--- config.mk ---
export PLATFORM = sky130hd
export DESIGN_NAME = dmem_arbiter
export DESIGN_NICKNAME = d
export VERILOG_FILES = /design/src/rtl/mips_mem_pkg.sv /design/src/rtl/rr_arbiter_2.sv /design/src/rtl/dmem_arbiter.sv
export SDC_FILE = /design/constraint.sdc
export NUM_CORES = 1
export LEC_CHECK = 0
export CAP_MARGIN = 20
export CORE_ASPECT_RATIO = 0.75
export CORE_UTILIZATION = 30
export DETAILED_ROUTE_END_ITERATION = 8
export GPL_TIMING_DRIVEN = 0
export HOLD_SLACK_MARGIN = 0.03
export PLACE_DENSITY_LB_ADDON = 0.08
export RECOVER_POWER = 50
export SYNTH_ARGS = -nofsm -noshare
export SYNTH_HDL_FRONTEND = slang
export SYNTH_SLANG_ARGS = --single-unit
export TNS_END_PERCENT = 1
--- constraint.sdc ---
create_clock -name clk -period 2.9 [get_ports clk]
set_input_delay 0.29 -clock clk [delete_from_list [all_inputs] [get_ports clk]]
set_output_delay 0.29 -clock clk [all_outputs]
set_load 0.02 [all_outputs]
--- src/rtl/mips_mem_pkg.sv ---
// -----------------------------------------------------------------------------
// mips_mem_pkg
// Shared types and constants for the data-memory arbiter slice.
//   state_t  : arbiter FSM states (IDLE / ACCESS / RESP)
//   req_id_t : identifies which of the two requesters owns a transaction
//   DEF_AW / DEF_DW : default address and data widths
//   CNT_W    : width of the memory-latency down-counter
// -----------------------------------------------------------------------------
package mips_mem_pkg;

   localparam int DEF_AW = 32;
   localparam int DEF_DW = 32;
   localparam int CNT_W  = 4;

   typedef enum logic [1:0] {
      IDLE   = 2'd0,
      ACCESS = 2'd1,
      RESP   = 2'd2
   } state_t;

   typedef logic req_id_t;

   localparam req_id_t REQ0 = 1'b0;
   localparam req_id_t REQ1 = 1'b1;

endpackage

--- src/rtl/rr_arbiter_2.sv ---
// -----------------------------------------------------------------------------
// rr_arbiter_2
// Two-way round-robin arbiter, purely combinational.
//   i_valid0 / i_valid1 : requester 0 / 1 wants the memory
//   i_lastGrant         : requester granted by the most recent transfer
//   o_grant             : one-hot grant (bit n = requester n), 0 if nobody asks
// -----------------------------------------------------------------------------
module rr_arbiter_2
   import mips_mem_pkg::*;
(
   input  logic       i_valid0,
   input  logic       i_valid1,
   input  req_id_t    i_lastGrant,
   output logic [1:0] o_grant
);

   // A lone requester always wins. When both ask, the one that was not
   // granted last time goes first, so neither side can be starved.
   always_comb begin
      o_grant = 2'b00;
      if (i_valid0 && (!i_valid1 || (i_lastGrant == REQ1))) begin
         o_grant[0] = 1'b1;
      end else if (i_valid1) begin
         o_grant[1] = 1'b1;
      end
   end

endmodule

--- src/rtl/dmem_arbiter.sv ---
// -----------------------------------------------------------------------------
// dmem_arbiter
// Shares one data-memory port between two requesters using round-robin
// arbitration. Each accepted transaction holds the memory strobes for MEM_LAT
// cycles and then returns a one-cycle completion pulse to its owner.
//   clk, rst                 : clock, asynchronous active-low reset
//   reqN_valid/_ready        : request handshake for requester N
//   reqN_we/_addr/_wdata     : request contents (we=1 write, we=0 read)
//   rspN_valid/_rdata        : completion pulse and read data for requester N
//   mem_addr/_wdata          : shared memory address / write data
//   mem_read/_write          : shared memory strobes
//   mem_rdata                : combinational read data from memory
//   busy                     : high whenever a transaction is in flight
// -----------------------------------------------------------------------------
module dmem_arbiter
   import mips_mem_pkg::*;
#(
   parameter int MEM_LAT = 1,
   parameter int AW      = DEF_AW,
   parameter int DW      = DEF_DW
)(
   input  logic          clk,
   input  logic          rst,
   input  logic          req0_valid,
   output logic          req0_ready,
   input  logic          req0_we,
   input  logic [AW-1:0] req0_addr,
   input  logic [DW-1:0] req0_wdata,
   input  logic          req1_valid,
   output logic          req1_ready,
   input  logic          req1_we,
   input  logic [AW-1:0] req1_addr,
   input  logic [DW-1:0] req1_wdata,
   output logic          rsp0_valid,
   output logic [DW-1:0] rsp0_rdata,
   output logic          rsp1_valid,
   output logic [DW-1:0] rsp1_rdata,
   output logic [AW-1:0] mem_addr,
   output logic [DW-1:0] mem_wdata,
   output logic          mem_read,
   output logic          mem_write,
   input  logic [DW-1:0] mem_rdata,
   output logic          busy
);

   // The latency counter is only CNT_W bits wide, so refuse to build with a
   // latency it cannot represent.
   generate
      if (MEM_LAT < 1 || MEM_LAT > 15) begin : g_latCheck
         $error("dmem_arbiter: MEM_LAT must be within 1..15");
      end
   endgenerate

   localparam logic [CNT_W-1:0] LAT_LOAD = CNT_W'(MEM_LAT - 1);

   state_t           r_state;
   state_t           w_nextState;
   logic [CNT_W-1:0] r_cnt;
   req_id_t          r_lastGrant;
   req_id_t          r_id;
   logic             r_we;
   logic [AW-1:0]    r_addr;
   logic [DW-1:0]    r_wdata;
   logic [DW-1:0]    r_rdata0;
   logic [DW-1:0]    r_rdata1;
   logic [1:0]       w_grant;
   logic             w_xfer;
   logic             w_accessDone;

   rr_arbiter_2 u_arb (
      .i_valid0    (req0_valid),
      .i_valid1    (req1_valid),
      .i_lastGrant (r_lastGrant),
      .o_grant     (w_grant)
   );

   // The arbiter only grants a requester that is valid, so any grant while
   // idle is a completed handshake.
   assign w_xfer       = (r_state == IDLE) && (w_grant != 2'b00);
   assign w_accessDone = (r_state == ACCESS) && (r_cnt == '0);

   // State register.
   always_ff @(posedge clk or negedge rst) begin
      if (!rst) begin
         r_state <= IDLE;
      end else begin
         r_state <= w_nextState;
      end
   end

   // Next-state logic: wait for a handshake, hold the strobes until the
   // counter runs out, then spend exactly one cycle answering.
   always_comb begin
      w_nextState = r_state;
      case (r_state)
         IDLE:    if (w_xfer) w_nextState = ACCESS;
         ACCESS:  if (w_accessDone) w_nextState = RESP;
         RESP:    w_nextState = IDLE;
         default: w_nextState = IDLE;
      endcase
   end

   // Output logic. Ready is also gated by rst because it is combinational
   // from the requester valids and would otherwise leak through while the
   // state register is being held in reset.
   always_comb begin
      req0_ready = 1'b0;
      req1_ready = 1'b0;
      mem_addr   = '0;
      mem_wdata  = '0;
      mem_read   = 1'b0;
      mem_write  = 1'b0;
      rsp0_valid = 1'b0;
      rsp1_valid = 1'b0;
      busy       = (r_state != IDLE);
      case (r_state)
         IDLE: begin
            req0_ready = rst & w_grant[0];
            req1_ready = rst & w_grant[1];
         end
         ACCESS: begin
            mem_addr  = r_addr;
            mem_wdata = r_wdata;
            mem_read  = !r_we;
            mem_write = r_we;
         end
         RESP: begin
            rsp0_valid = (r_id == REQ0);
            rsp1_valid = (r_id == REQ1);
         end
         default: begin
            busy = 1'b1;
         end
      endcase
   end

   assign rsp0_rdata = r_rdata0;
   assign rsp1_rdata = r_rdata1;

   // Datapath: capture the winning request at the handshake so requester
   // inputs can change freely afterwards, count down the strobe cycles, and
   // latch read data on the last strobe cycle into the owner's response
   // register. Each response register keeps its value until that same
   // requester completes another transaction.
   always_ff @(posedge clk or negedge rst) begin
      if (!rst) begin
         r_cnt       <= '0;
         r_lastGrant <= REQ1;
         r_id        <= REQ0;
         r_we        <= 1'b0;
         r_addr      <= '0;
         r_wdata     <= '0;
         r_rdata0    <= '0;
         r_rdata1    <= '0;
      end else begin
         if (w_xfer) begin
            r_cnt       <= LAT_LOAD;
            r_id        <= w_grant[1] ? REQ1 : REQ0;
            r_lastGrant <= w_grant[1] ? REQ1 : REQ0;
            r_we        <= w_grant[1] ? req1_we    : req0_we;
            r_addr      <= w_grant[1] ? req1_addr  : req0_addr;
            r_wdata     <= w_grant[1] ? req1_wdata : req0_wdata;
         end else if ((r_state == ACCESS) && (r_cnt != '0)) begin
            r_cnt <= r_cnt - CNT_W'(1);
         end
         if (w_accessDone) begin
            if (r_id == REQ0) begin
               r_rdata0 <= r_we ? '0 : mem_rdata;
            end else begin
               r_rdata1 <= r_we ? '0 : mem_rdata;
            end
         end
      end
   end

endmodule

==> impl_metrics.toml, run 1 <==
[critical_path]
path_cells = "nor2b_4 > clkbuf_4 > clkbuf_2 > and2_1 > clkdlybuf4s50_1"
worst_r2r_startpoint = "r_state[0]"
start_kind = "flip-flop"
worstPathArrival_ns = 2.47
r2r_end = "r_wdata[2]"
worst_path_max_delay_cell = "clkdlybuf4s50_1"
worst-path-max-fanout = 10
slowest_delay_ns = 0.62
critPathCaptureType = "output pin"
r2r_cells = 6
ff2ff_setup_slack_ns = 0.58
cp_data_required_time_ns = 2.61
worstSetupPathType = "reg -> out"

[placement]
dp_hpwl_um = 16400
pre_cts_ws_ns = -0.152
finalWeightedCongestion = 0.793
numPortBuffers = 300

[drt]
wire_per_inst_um = 17.6
ant_nets = 0
route.detailed.drc = 0
drtPass1Iterations = 4
drt_iter0_markers = 270
vias_per_cell = 4.63
wirelength_um = 22600
vias = 5935

[yosys]
synth_edf_count = 0
synth_warnings = 0
ys_ff_latch = 137
synth-main-ff-cell = "dfrtp_1"
synth_area_per_cell_um2 = 10.1
syn-num-nets = 828
async_flop_share_pct = 100
ys_seq_area_share_pct = 51.7
synth_area_mm2 = 0.00664
syn_inst = 660
synth_cell_types = 35

[cells_and_area]
seqCellArea_mm2 = 0.00343
syn_to_final_growth_pct = 60.1
final_nets = 1148
multi_input_area_mm2 = 0.00293
nFillCells = 2044
drive_gt1_share_pct = 11.7
diodes = 0

[clock_network]
cts_buffers = 17
clockRootBuffer = "clkbuf_16"
path_clk_slew_ns = 0.07
clock_sinks = 137
postCtsSetupBuffers = 0
clockBufferDepth = 2
htreeDepth = 4
insertion_delay_ns = 0.42
cts_tree = "done"

[hold_path]
hold_start = "req1_wdata[29]"
worstHoldEndpoint = "r_wdata[29]"
hold_path_class = "in -> reg"
whs_path_depth = 3

[power]
power.leakage_nw = 4.64
power_frac_seq_pct = 26.8
power_density_mw_per_mm2 = 1120
p_comb_share_pct = 55.4
internal-power_w = 0.00711
clockPowerShare_pct = 17.8
power.switching_w = 0.00484
max-vdd-ir-drop_mv = 0.502
switching_share_pct = 40.5

[floorplan]
num_rows = 46
die_h_um = 131
die_x_um = 174
fp.coreArea_mm2 = 0.0214
io_pins = 301
start_util_pct = 31.0
die_area_mm2 = 0.0227

[status]
outcome = "finished, final reports clean"

[sta]
hold_slack_ns = 0.424
period_needed_ns = 2.76
setup_viol = 0
finalMaxSlewViolations = 0
finClkSkew_ns = 0.0108
worstMarginPinSlew_ns = 1.32
fin_crit_sh_pct = 95.0
fmax_mhz = 363
fin_ws_ns = 0.145
rsz0062_at_grt = "false"
finalSetupTns_ns = 0
hold_violations = 0
maxSlewHeadroom_pct = 12.0

[grt]
use_met3_pct = 7.35
grt_max_degree = 85
antenna_found_initial = 0
use_met2_pct = 31.7
gr-total-overflow = 0
grt_pass1_wl_um = 34800
grt_pass1_vias = 6097
grt_use_total_pct = 20.2
busiest_layer = "met2"
met1_usage_pct = 26.3

[flow_run]
cap_viol_max_count = 0
power by group through the flow:
| stage | Clock [W] | Sequential [W] | Combinational (W) |
|---|---|---|---|
| floorplan | 0 | 0.00352 | 0.00341 |
| detailed placement | 0 | 0.00323 | 0.00679 |
| finish | 0.00213 | 0.00320 | 0.00662 |
| CTS | 0.00219 | 0.00322 | 0.00683 |
| global placement | 0 | 0.00322 | 0.00678 |
| global route | 0.00229 | 0.00332 | 0.00713 |
worst max path at each step:
stage,startpoint,end,slack [ns]
after floorplan,r_cnt[0],rsp0_rdata[10],0.87
after global placement,rst,r_addr[15],-4.51
after detailed placement,req0_valid,req1_ready,-0.15
after CTS,r_lastGrant,req1_ready,0.03
after global routing,r_state[0],mem_addr[10],0.04
final,r_state[0],mem_addr[12],0.14
placed cells by master, fill, tap and decap left out, types with 2 or more instances in the layout:
cell,n
and2_1,65
clkbuf_2,4
clkbuf_4,2
nor2b_1,33
a31oi_1,65
buf_1,7
clkbuf_1,32
a21oi_1,66
buf_2,5
clkinv_4,3
clkdlybuf4s50_1,239
nand2_1,134
o21ai_0,8
mux2_2,33
mux2_4,30
buf_12,3
nor3b_1,2
clkbuf_8,2
inv_1,5
dfrtp_1,136
dlygate4sd3_1,61
inv_6,3
nor2_1,7
nor3_1,2
clkinvlp_4,4
clkbuf_16,17
ha_1,2
metal layers:
| layer | share of wire [%] | vias up | wire [um] |
|---|---|---|---|
| met4 | 1.3 | 0 | 299 |
| li1 | - | 2894 | - |
| met1 | 45 | 2825 | 10200 |
| met5 | 0 | - | 0 |
| met2 | 45 | 198 | 10300 |
| met3 | 8.1 | 18 | 1830 |
registers in the layout (all words and copies together), names as in the netlist:
name,count
r_addr,32
r_wdata,32
rsp0_rdata,32
rsp1_rdata,32
r_cnt,4
r_state,2
r_id,1
r_lastGrant,1
r_we,1
cells in the mapped netlist, types with 2 or more instances:
cell      number  area share, %
buf_12         3           0.91
and2_1        65            6.1
nand2_1      134            7.6
clkbuf_1      37            2.1
nor3_1         2           0.15
inv_1          5           0.28
dfrtp_1      136             51
mux2_2        33            5.6
nor3b_1        2           0.23
a31oi_1       65            6.1
buf_1          7           0.40
o21ai_0        8           0.60
ha_1           2           0.38
mux2_4        30            6.8
buf_2          6           0.45
a21oi_1       66            5.0
nor2_1         8           0.45
nor2b_1       34            3.2
stage by stage:
step                      area [um^2]  power (W)  utilization (%)  std cells
after floorplan                  6640    0.00693                -        660
after global placement          10000    0.00999             46.7       1248
after detailed placement        10000     0.0100             46.8       1249
after CTS                       10600     0.0122             49.7       1281
after global routing            10600     0.0127             49.6       1281
final                           10600     0.0119             49.6       1281
repair_timing:
action / in CTS / in global routing
setup endpoints to repair: 38 / 4
gates cloned: 0 / 0
hold buffers: 2 / 0
hold endpoints to repair: 54 / 0
gates resized for setup: 8 / 4
layout make-up:
class,instances,share of cell area (%)
multi-input combinational,464,27.6
clock inverter,12,1.11
clock buffer,20,4.30
timing repair buffer,303,28.6
sequential,137,32.3
buffer,52,2.57
inverter,5,0.177
tap,288,3.39
logic make-up after synthesis:
group,after synthesis,synth area share (%)
AND/OR/NAND/NOR,253,18.6
AO/OA/AOI/OAI,144,12.3
buffers and inverters,59,4.30
multiplexers,65,12.7
flip-flops,137,51.7
adder cells (fa/ha/maj),2,0.377
critical path, delay by kind of cell (launching register included):
family        cells  cell delay, ns
simple gates      2            0.46
flops             1            0.47
buf+inv           3            1.11
Power figures use the tool's default switching activity.
==> run 2, diff against run 1 <==
==> constraint.sdc (replaced) <==
create_clock -name clk -period 2.78 [get_ports clk]
set_input_delay 0.278 -clock clk [delete_from_list [all_inputs] [get_ports clk]]
set_output_delay 0.278 -clock clk [all_outputs]
set_load 0.005 [all_outputs]
==> impl_metrics.toml, run 2 (same netlist as run 1, synthesis figures left out) <==
[status]
outcome = "finished, final reports clean"

[placement]
dp_hpwl_um = 16400
finalWeightedCongestion = 0.793
dp.cells = 1249
numPortBuffers = 300

[grt]
grt_max_degree = 85
grt_use_total_pct = 20.2
gr-total-overflow = 0
grt_pass1_vias = 6097
antenna_found_initial = 0
grt_pass1_wl_um = 34800

[power]
power_density_mw_per_mm2 = 1060
max-vdd-ir-drop_mv = 0.449
power.leakage_nw = 4.65
power_w = 0.0113

[floorplan]
num_rows = 46
io_pins = 301
die_h_um = 131
die_area_mm2 = 0.0227
fp.coreArea_mm2 = 0.0214
start_util_pct = 31.0
die_x_um = 174

[sta]
finClkSkew_ns = 0.0108
rsz0062_at_grt = "false"
worstMarginPinSlew_ns = 1.32
hold_violations = 0
maxSlewHeadroom_pct = 12.0
finalMaxSlewViolations = 0
setup_viol = 0
fin_crit_sh_pct = 95.0
period_needed_ns = 2.64
fmax_mhz = 379

[cells_and_area]
mostFrequentLayoutCell = "clkdlybuf4s50_1"
diodes = 0
drive_gt1_share_pct = 11.7
syn_to_final_growth_pct = 60.1
nFillCells = 2044
fin_cells = 1281
final_nets = 1148
final_util_pct = 49.6
mostFrequentLayoutCells = "clkdlybuf4s50_1 (237), dfrtp_1 (136), nand2_1 (134)"

[drt]
vias = 5928
wirelength_um = 22600
route.detailed.drc = 0
drt_iter0_markers = 271
vias_per_cell = 4.63
drtPass1Iterations = 4
ant_nets = 0
wire_per_inst_um = 17.6

[critical_path]
worst-path-max-fanout = 10
path_cells = "nor2b_4 > clkbuf_4 > clkbuf_2 > and2_1 > clkdlybuf4s50_1"
worstSetupPathType = "reg -> out"
worst_path_max_delay_cell = "clkdlybuf4s50_1"
start_kind = "flip-flop"
slowest_delay_ns = 0.52
critPathCaptureType = "output pin"
cp_data_required_time_ns = 2.50
worstPathArrival_ns = 2.36

[clock_network]
htreeDepth = 4
clock_sinks = 137
cts_tree = "done"
cts_buffers = 17
path_clk_slew_ns = 0.07
insertion_delay_ns = 0.42
clockBufferDepth = 2
postCtsSetupBuffers = 0
clockRootBuffer = "clkbuf_16"

[hold_path]
hold_path_class = "in -> reg"

[flow_run]
cap_viol_max_count = 0
run 2: cell types whose count changed in the layout (fill, tap and decap cells not counted), sizes merged:
cell	previous run	this run
dlygate4sd3	61	63
clkdlybuf4s50	239	237
run 2: path summary, 6_finish.rpt:
kind / start / endpoint / slack, ns / depth (start not counted)
worst max-delay path: r_state[0] / mem_addr[12] / 0.14 / 5
worst min-delay path: req1_wdata[29] / r_wdata[29] / 0.41 / 3
worst max register to register: r_state[0] / r_wdata[2] / 0.46 / 6
worst min register to register: rsp1_rdata[6] / rsp1_rdata[6] / 0.49 / 1
max in group asynchronous: rst / rsp0_rdata[23] / 1.02 / 3
min in group asynchronous: rst / r_wdata[14] / 0.54 / 3
run 2: cell type report:
type                       instances  area [um^2]  area share, %
sequential                       137         3430           32.3
timing repair buffer             303         3040           28.6
multi-input combinational        464         2930           27.6
clock buffer                      20          457           4.30
tap                              288          360           3.39
buffer                            52          273           2.57
clock inverter                    12          118           1.11
inverter                           5         18.8          0.177
run 2: layer usage:
layer  up-vias  track usage (%)  part of all wire [%]
li1       2894                -                     -
met1      2818             26.3                    45
met2       198             31.7                    45
met3        18             7.35                   8.1
met4         0             6.09                   1.3
met5         -                0                     0
run 2: timing repair:
action	in CTS	in global routing
endpoints found under the setup margin	38	4
endpoints found under the hold margin	54	0
pin swaps	0	0
hold buffers	2	0
resized for setup	8	4
run 2: power by group:
group	internal, W	switching, W	leakage (nW)
Combinational	0.00323	0.00253	2.71
Sequential	0.00288	0.000459	1.67
Clock	0.00129	0.000930	0.270
Total	0.00739	0.00392	4.65
run 2: worst max-delay path: cells and delay by family, from the launching register on:
family | cells | cell delay (ns)
buffers and inverters | 3 | 1.01
flip-flops | 1 | 0.47
AND/OR/NAND/NOR | 2 | 0.46
run 2: through the flow:
step | setup TNS [ns] | area, um^2 | worst slack [ns] | hold WS, ns
floorplan | 0 | 6640 | 0.754 | -0.0176
global placement | -638.30 | 10000 | -4.62 | 0.489
detailed placement | -0.210 | 10000 | -0.159 | 0.279
CTS | 0 | 10600 | 0.00891 | 0.390
global route | 0 | 10600 | 0.0325 | 0.401
finish | 0 | 10600 | 0.140 | 0.412
